<file path="src/rtl/spi_ram_pkg.sv">
// spi_ram_pkg: shared command opcodes and read-side FSM state type
// Contents:
//   OP_WADDR / OP_WDATA / OP_RADDR / OP_RDATA - 2-bit command opcodes
//   state_t                                   - ST_IDLE (no word pending) / ST_HOLD (word on dout)
package spi_ram_pkg;
   localparam logic [1:0] OP_WADDR = 2'b00;
   localparam logic [1:0] OP_WDATA = 2'b01;
   localparam logic [1:0] OP_RADDR = 2'b10;
   localparam logic [1:0] OP_RDATA = 2'b11;
   typedef enum logic {ST_IDLE, ST_HOLD} state_t;
endpackage

</file>
<file path="src/rtl/spi_ram_mem.sv">
// spi_ram_mem: MEM_DEPTH x DATA_W storage, one synchronous write port, one synchronous read port, no reset
// Ports:
//   clk     - rising-edge clock
//   we      - write enable; wr_data lands in mem[wr_addr] at the edge
//   wr_addr - write address
//   wr_data - write data
//   re      - read enable; rd_data captures mem[rd_addr] at the edge, otherwise holds
//   rd_addr - read address
//   rd_data - registered read data (old contents when reading the word being written)
module spi_ram_mem #(
   parameter int DATA_W    = 8,
   parameter int ADDR_W    = 8,
   parameter int MEM_DEPTH = 256
) (
   input  logic              clk,
   input  logic              we,
   input  logic [ADDR_W-1:0] wr_addr,
   input  logic [DATA_W-1:0] wr_data,
   input  logic              re,
   input  logic [ADDR_W-1:0] rd_addr,
   output logic [DATA_W-1:0] rd_data
);
   logic [DATA_W-1:0] mem [MEM_DEPTH];

   always_ff @(posedge clk) begin
      if (we) mem[wr_addr] <= wr_data;
      if (re) rd_data <= mem[rd_addr];
   end
endmodule

</file>
<file path="src/rtl/spi_burst_ram.sv">
// spi_burst_ram: command-driven RAM with write/read pointers and a one-deep held read output
// Ports:
//   clk      - rising-edge clock
//   rst_n    - asynchronous active-low reset (pointers, FSM, flags; memory keeps its contents)
//   rx_valid - din carries a command this cycle
//   din      - {opcode[1:0], payload[DATA_W-1:0]}
//   dout     - read data, valid while tx_valid is high
//   tx_valid - a read word is being presented
//   tx_ready - consumer takes dout this cycle
//   overrun  - one-cycle pulse when a read command is dropped
//   addr_err - one-cycle pulse when a pointer load is out of range
module spi_burst_ram
   import spi_ram_pkg::*;
#(
   parameter int DATA_W    = 8,
   parameter int ADDR_W    = 8,
   parameter int MEM_DEPTH = 256,
   parameter int AUTO_INC  = 1
) (
   input  logic              clk,
   input  logic              rst_n,
   input  logic              rx_valid,
   input  logic [DATA_W+1:0] din,
   output logic [DATA_W-1:0] dout,
   output logic              tx_valid,
   input  logic              tx_ready,
   output logic              overrun,
   output logic              addr_err
);
   state_t            state;
   logic [1:0]        op;
   logic [DATA_W-1:0] pay;
   logic [ADDR_W-1:0] ptr_arg, wr_ptr, rd_ptr;
   logic [DATA_W-1:0] rd_q;
   logic              addr_ok, rd_cmd, rd_take, wr_take, hold_next;

   function automatic logic [ADDR_W-1:0] nxt(input logic [ADDR_W-1:0] p);
      return (32'(p) == 32'(MEM_DEPTH - 1)) ? '0 : p + 1'b1;
   endfunction

   assign op        = din[DATA_W+1:DATA_W];
   assign pay       = din[DATA_W-1:0];
   assign ptr_arg   = pay[ADDR_W-1:0];
   assign addr_ok   = 32'(ptr_arg) < 32'(MEM_DEPTH);
   assign rd_cmd    = rx_valid && op == OP_RDATA;
   // A read is taken when nothing is pending or the pending word leaves this same cycle.
   assign rd_take   = rd_cmd && (state == ST_IDLE || tx_ready);
   assign wr_take   = rx_valid && op == OP_WDATA;
   assign hold_next = rd_take || (state == ST_HOLD && !tx_ready);
   // The read register has no reset, so gate it with tx_valid to give dout=0 under reset.
   assign dout      = tx_valid ? rd_q : '0;

   spi_ram_mem #(.DATA_W(DATA_W), .ADDR_W(ADDR_W), .MEM_DEPTH(MEM_DEPTH)) u_mem (
      .clk    (clk),
      .we     (wr_take),
      .wr_addr(wr_ptr),
      .wr_data(pay),
      .re     (rd_take),
      .rd_addr(rd_ptr),
      .rd_data(rd_q)
   );

   always_ff @(posedge clk or negedge rst_n) begin
      if (!rst_n) begin
         state    <= ST_IDLE;
         tx_valid <= 1'b0;
         overrun  <= 1'b0;
         addr_err <= 1'b0;
         wr_ptr   <= '0;
         rd_ptr   <= '0;
      end else begin
         state    <= hold_next ? ST_HOLD : ST_IDLE;
         tx_valid <= hold_next;
         overrun  <= rd_cmd && !rd_take;
         addr_err <= rx_valid && (op == OP_WADDR || op == OP_RADDR) && !addr_ok;
         if (rx_valid && op == OP_WADDR && addr_ok) wr_ptr <= ptr_arg;
         else if (wr_take && AUTO_INC != 0) wr_ptr <= nxt(wr_ptr);
         if (rx_valid && op == OP_RADDR && addr_ok) rd_ptr <= ptr_arg;
         else if (rd_take && AUTO_INC != 0) rd_ptr <= nxt(rd_ptr);
      end
   end
endmodule

</file>
<file path="config.mk">
export PLATFORM = sky130hd
export DESIGN_NAME = spi_burst_ram
export DESIGN_NICKNAME = d
export VERILOG_FILES = /design/src/rtl/spi_ram_pkg.sv /design/src/rtl/spi_ram_mem.sv /design/src/rtl/spi_burst_ram.sv
export SDC_FILE = /design/constraint.sdc
export NUM_CORES = 2
export LEC_CHECK = 0
export BUFFER_PORTS_ARGS = -buffer_cell sky130_fd_sc_hd__buf_2
export CAP_MARGIN = 20
export CORE_MARGIN = 3
export CORE_UTILIZATION = 50
export CTS_BUF_LIST = sky130_fd_sc_hd__clkbuf_2 sky130_fd_sc_hd__clkbuf_4 sky130_fd_sc_hd__clkbuf_8
export CTS_CLUSTER_SIZE = 28
export DETAILED_ROUTE_END_ITERATION = 8
export PLACE_DENSITY_LB_ADDON = 0.15
export REMOVE_ABC_BUFFERS = 1
export SYNTH_ARGS = -nofsm -noshare
export SYNTH_HDL_FRONTEND = slang
export SYNTH_SLANG_ARGS = --single-unit
</file>
<file path="constraint.sdc">
create_clock -name clk -period 3 [get_ports clk]
set_clock_uncertainty 0.05 [all_clocks]
set_input_delay 0.15 -clock clk [delete_from_list [all_inputs] [get_ports clk]]
set_output_delay 0.15 -clock clk [all_outputs]
set_load 0.01 [all_outputs]
</file>
Word-level counts from Yosys, hierarchy flattened:

Memories as Yosys holds them, arrays and structs flattened. A register that Yosys moved wholly into a read port is not among the register bits.
Index checks and enable logic that the tools add are counted.

* add/sub/neg operators: 2
* multiply operators: 0
* div/mod/pow operators: 0
* $lt $le $gt $ge: 0
* equality and inequality tests: 5
* shift operators: 0
* mux-type cells: 10
* bitwise gates (word level): 1
* reductions and logical operators: 14

Operators with widths (number)
* 8-bit 2-to-1 mux: 7
* 8-bit by 1-bit adder with 8-bit output, second input constant: 2
* 8-bit == test, second input constant: 2
* 1-bit logical AND: 7
* 2-bit == test, second input constant: 2
* 2-bit nonzero test: 2
* 1-bit 2-to-1 mux: 3
* 2-bit by 1-bit == test with 1-bit output, second input constant: 1
* 1-bit zero test: 2
* 2-bit zero test: 1
* 1-bit logical OR: 2
* 1-bit inverter: 1

* register bits: 19
* bits in latches: 0
* RAM bits: 2048
* ROM bits: 0
* input bits: 14
* memories kept: 1

Memory list
* u_mem.mem: words 256, width 8, rd ports 1, clocked after memory_dff 1, wr ports 1, RTL line spi_ram_mem.sv:23 `logic [DATA_W-1:0] mem [MEM_DEPTH];`

Logic depth before layout (Yosys ltp):

* depth after elaboration: 5
* mapped depth: 11
* depth with buffers taken out: 7

By module:

A second synthesis with hierarchy kept.

* cell total of the unflattened synthesis: 3861
* area, all modules: 80763.7 µm²

Modules (own cells, without submodules)
* spi_ram_mem: instances 1, cells an instance 3733, area each 79636.4 µm², sequential area each 61739.2 µm²
* spi_burst_ram: instances 1, cells an instance 128, area each 1127.3 µm², sequential area each 450.4 µm²

Worst setup path after synthesis:

Ideal clock, no wire load.

* kind: register -> register
* from: register rd_ptr[0]
* to: register u_mem.rd_data[5], read port of u_mem.mem, data pin
* arrival: 2338 ps
* required time: 2683 ps
* slack: 344 ps
* cell stages (with the launch flop): 9
* buffers on the path: 4
* path through: dfrtp_1 > buf_6 > buf_6 > buf_6 > buf_4 > mux4_2 > mux4_2 > o211ai_1 > o211ai_1

RTL lines
* start: declaration: RTL line spi_burst_ram.sv:33 `logic [ADDR_W-1:0] ptr_arg, wr_ptr, rd_ptr;`
* start signal: assignment: RTL line spi_burst_ram.sv:78 `if (rx_valid && op == OP_RADDR && addr_ok) rd_ptr <= ptr_arg;`
* start signal: assignment: RTL line spi_burst_ram.sv:79 `else if (rd_take && AUTO_INC != 0) rd_ptr <= nxt(rd_ptr);`
* end: declaration: RTL line spi_ram_mem.sv:21 `output logic [DATA_W-1:0] rd_data`

==> results.py <==
metrics = {
    "run_status": {
        "status": "complete, but fails checks",
        "violations": "negative setup slack",
    },
    "floorplan": {
        "dieWidth_um": 408,
        "io_pins": 25,
        "die_h_um": 408,
        "dieArea_sq_um": 167000,
        "core_sq_um": 161000,
        "start_util": 0.504,
        "row_count": 147,
    },
    "clock_tree": {
        "htreeDepth": 5,
        "cts_buffers": 346,
        "cts_sinks": 2074,
        "path_clk_slew_ns": 0.07,
        "cts_buffer_depth": 4,
        "cts_tree": "yes",
        "clkLatencyLatePin_ns": 1.01,
        "clockRootBuffer": "clkbuf_8",
    },
    "layout": {
        "areaGrowthSynthToFinish_pct": 20.5,
        "final_core_util": 0.607,
        "nets": 4828,
        "drive_gt1_frac": 0.388,
        "finalInstanceArea_sq_um": 97600,
        "stdcell_count": 7229,
    },
    "timing": {
        "slew_headroom": 0.270,
        "worst_slack_ns": -0.106,
        "fin_setup_tns_ns": -0.445,
        "max_freq_mhz": 322,
        "rsz0062_at_grt": "yes",
        "finalHoldViolCount": 0,
        "fin_crit_ns": 3.11,
        "finalSetupViolations": 7,
        "fin_crit_sh": 1.04,
        "finalMaxSlewViolations": 0,
        "max_slew.worst_pin.slew_ns": 1.10,
    },
    "global_route": {
        "grt_overflow": 0,
        "track_usage": 0.279,
        "grt_pass1_wl_mm": 330,
        "grt_pass1_vias": 44000,
        "grt_start_max_net_pins": 127,
        "antenna_found_initial": 5,
    },
    "detailed_routing": {
        "drt_iter0_markers": 5545,
        "vias_per_cell": 6.11,
        "top_layer": "met4",
        "vias": 44200,
        "ant_nets": 0,
        "met3_length_mm": 22.8,
        "drc": 0,
        "avgRoutedWirePerCell_um": 32.1,
        "routed_wl_mm": 232,
        "firstDrtPassIters": 6,
        "dr_wl_met2_mm": 107,
        "wl_met1_mm": 94.5,
    },
    "setup_path": {
        "cp_slowest_cell": "dfrtp_4",
        "cp-end-kind": "register",
        "worstSetupPathType": "reg -> reg",
        "path_cells": "buf_6, buf_12, buf_12, buf_16, mux4_2, o22ai_2, a21oi_2, o211ai_1, buf_4, o211ai_1, or3_1",
        "worstRegToRegCells": 11,
        "critPathTopFamily": "buffers and inverters",
        "crit_required_ns": 3.73,
        "max_stage_delay_ns": 0.50,
        "path_buf_inv": 5,
        "startpoint_type": "register",
        "worstPathArrival_ns": 3.84,
        "worst-path-stages": 11,
        "critPathMaxFanout": 13,
    },
    "power_and_ir_drop": {
        "ir_worst_vdd_uv": 490,
        "power.density_nw_per_um2": 728,
        "p_leak_uw": 0.0321,
    },
    "hold_path": {
        "holdPathStages": 5,
        "hp-class": "in -> reg",
    },
    "synth": {
        "synth.top_cell.area_share": 0.762,
        "synth_top_family_by_area": "multiplexers",
        "synth_seq_cells": 2074,
        "synth_fa_ha_area_frac": 0.000772,
        "ys.flop_type": "edfxtp_1",
        "seq_area_frac_synth": 0.768,
        "yosysMostFrequentCell": "edfxtp_1",
        "synth-xor-area-share": 0.000108,
        "synth_cell_types": 69,
        "synth.area.top_cells": "edfxtp_1 76%, mux4_2 14%, nor2_1 1.4%",
        "syn_avg_cell_area_sq_um": 21.1,
        "synth-edff-count": 2056,
        "async_flop_share": 0.00868,
        "ys_warn_count": 0,
        "netlist_area_sq_um": 81000,
        "synth.area.mux_share": 0.158,
        "synthCells": 3842,
        "synthTopCellsByCount": "2056 x edfxtp_1, 521 x mux4_2, 301 x nor2_1",
        "synthSimpleGateAreaFrac": 0.0326,
        "synth_compound_area_frac": 0.0249,
        "synth_top_cell_by_area": "edfxtp_1",
    },
    "placement": {
        "post_dp_cell_area_sq_um": 89100,
        "dp_cells": 6520,
        "gp_congestion": 0.870,
        "detailed_place_hpwl_mm": 148,
        "port_buffers": 23,
    },
    "flow_run": {
        "drv_cap": 0,
    },
}
## flip-flops by register name, indices dropped and copies added, names as in the netlist
signal	flops
wr_ptr	8
rd_ptr	8
state	1
u_mem.rd_data	8
u_mem.mem	2048
overrun	1
## cells by family after synthesis
logic type               after synthesis
other                                  1
flip-flops                          2074
XOR/XNOR                               1
AO/OA/AOI/OAI                        293
AND/OR/NAND/NOR                      605
buffers and inverters                239
multiplexers                         624
adder cells (fa/ha/maj)                5
## worst min-delay path, stage by stage
cell	delay (ns)
dlygate4sd3_1	0.52
buf_2	0.20
nor2_1	0.13
a22oi_1	0.07
o21ai_0	0.07
## layer usage
metal	vias to the layer above	global-route usage
met2	2404	0.414
met4	0	0.0967
li1	18000	-
met1	23300	0.412
met5	-	0
met3	406	0.0618
## per-stage QoR
stage          hold slack (ns)  setup slack, ns  power, uW
2_1_floorplan           -0.196           -20.76      38900
3_3_place_gp             0.100           -0.511      45900
3_5_place_dp             0.101           -0.471      45900
4_1_cts                 0.0221          -0.0563      70900
5_1_grt                  0.162           -0.153      73300
6_report                 0.144           -0.106      71000
## final cells by class
cell class              count  area [sq um]
fillers                 11600         63200
flip-flops and latches   2074         62200
multi-input cells        1529         18000
repair buffers            848          7920
clock buffers             448          5570
well taps                2160          2700
clock inverters           157          1070
inverters                  10          40.0
diodes                      3          7.51
## cell usage in the layout, fill, tap and decap left out, types with 8 or more instances in the layout
cell,n
edfxtp_1,2056
buf_4,688
mux4_2,521
clkbuf_8,361
nor2_1,298
nand2_1,127
clkinv_1,98
clkbuf_4,95
buf_12,80
mux2i_1,73
nand3_1,47
a21oi_1,42
clkinv_2,39
o21ai_0,37
a22oi_1,37
o22ai_1,25
dlygate4sd3_1,24
and2_1,22
mux2_2,22
nor2b_1,22
nand2b_1,19
nor3_1,19
o211ai_1,17
bufinv_16,15
buf_2,15
a31oi_1,12
dfrtp_1,12
buf_16,11
a211oi_1,10
a22o_1,10
buf_6,9
a32oi_1,8
o22ai_2,8
o221ai_1,8
and3_1,8
## final timing paths
path                                  startpoint                          to  slack (ns)
max                        rd_ptr[0]$_DFFE_PN0P_  u_mem.rd_data[3]$_DFFE_PP_       -0.11
max in group asynchronous                  rst_n       rd_ptr[1]$_DFFE_PN0P_        1.90
min in group asynchronous                  rst_n           overrun$_DFF_PN0_        0.54
min reg2reg                wr_ptr[5]$_DFFE_PN0P_       wr_ptr[5]$_DFFE_PN0P_        0.55
min                                       din[8]       wr_ptr[6]$_DFFE_PN0P_        0.14
max reg2reg                rd_ptr[0]$_DFFE_PN0P_  u_mem.rd_data[3]$_DFFE_PP_       -0.11
## power breakdown
group	internal, uW	switching (uW)	total, uW
sequential	32000	213	32200
combinational	6580	7720	14300
clock	13400	11100	24500
## timing repair
action                     4_1_cts  5_1_grt
resized for setup               75       50
pin swaps                       16       25
setup endpoints to repair        8        9
buffers inserted                23       45
hold endpoints to repair      1599        2
cloned                           6        5
hold buffers                    23        1
(Power assumes the default switching activity.)
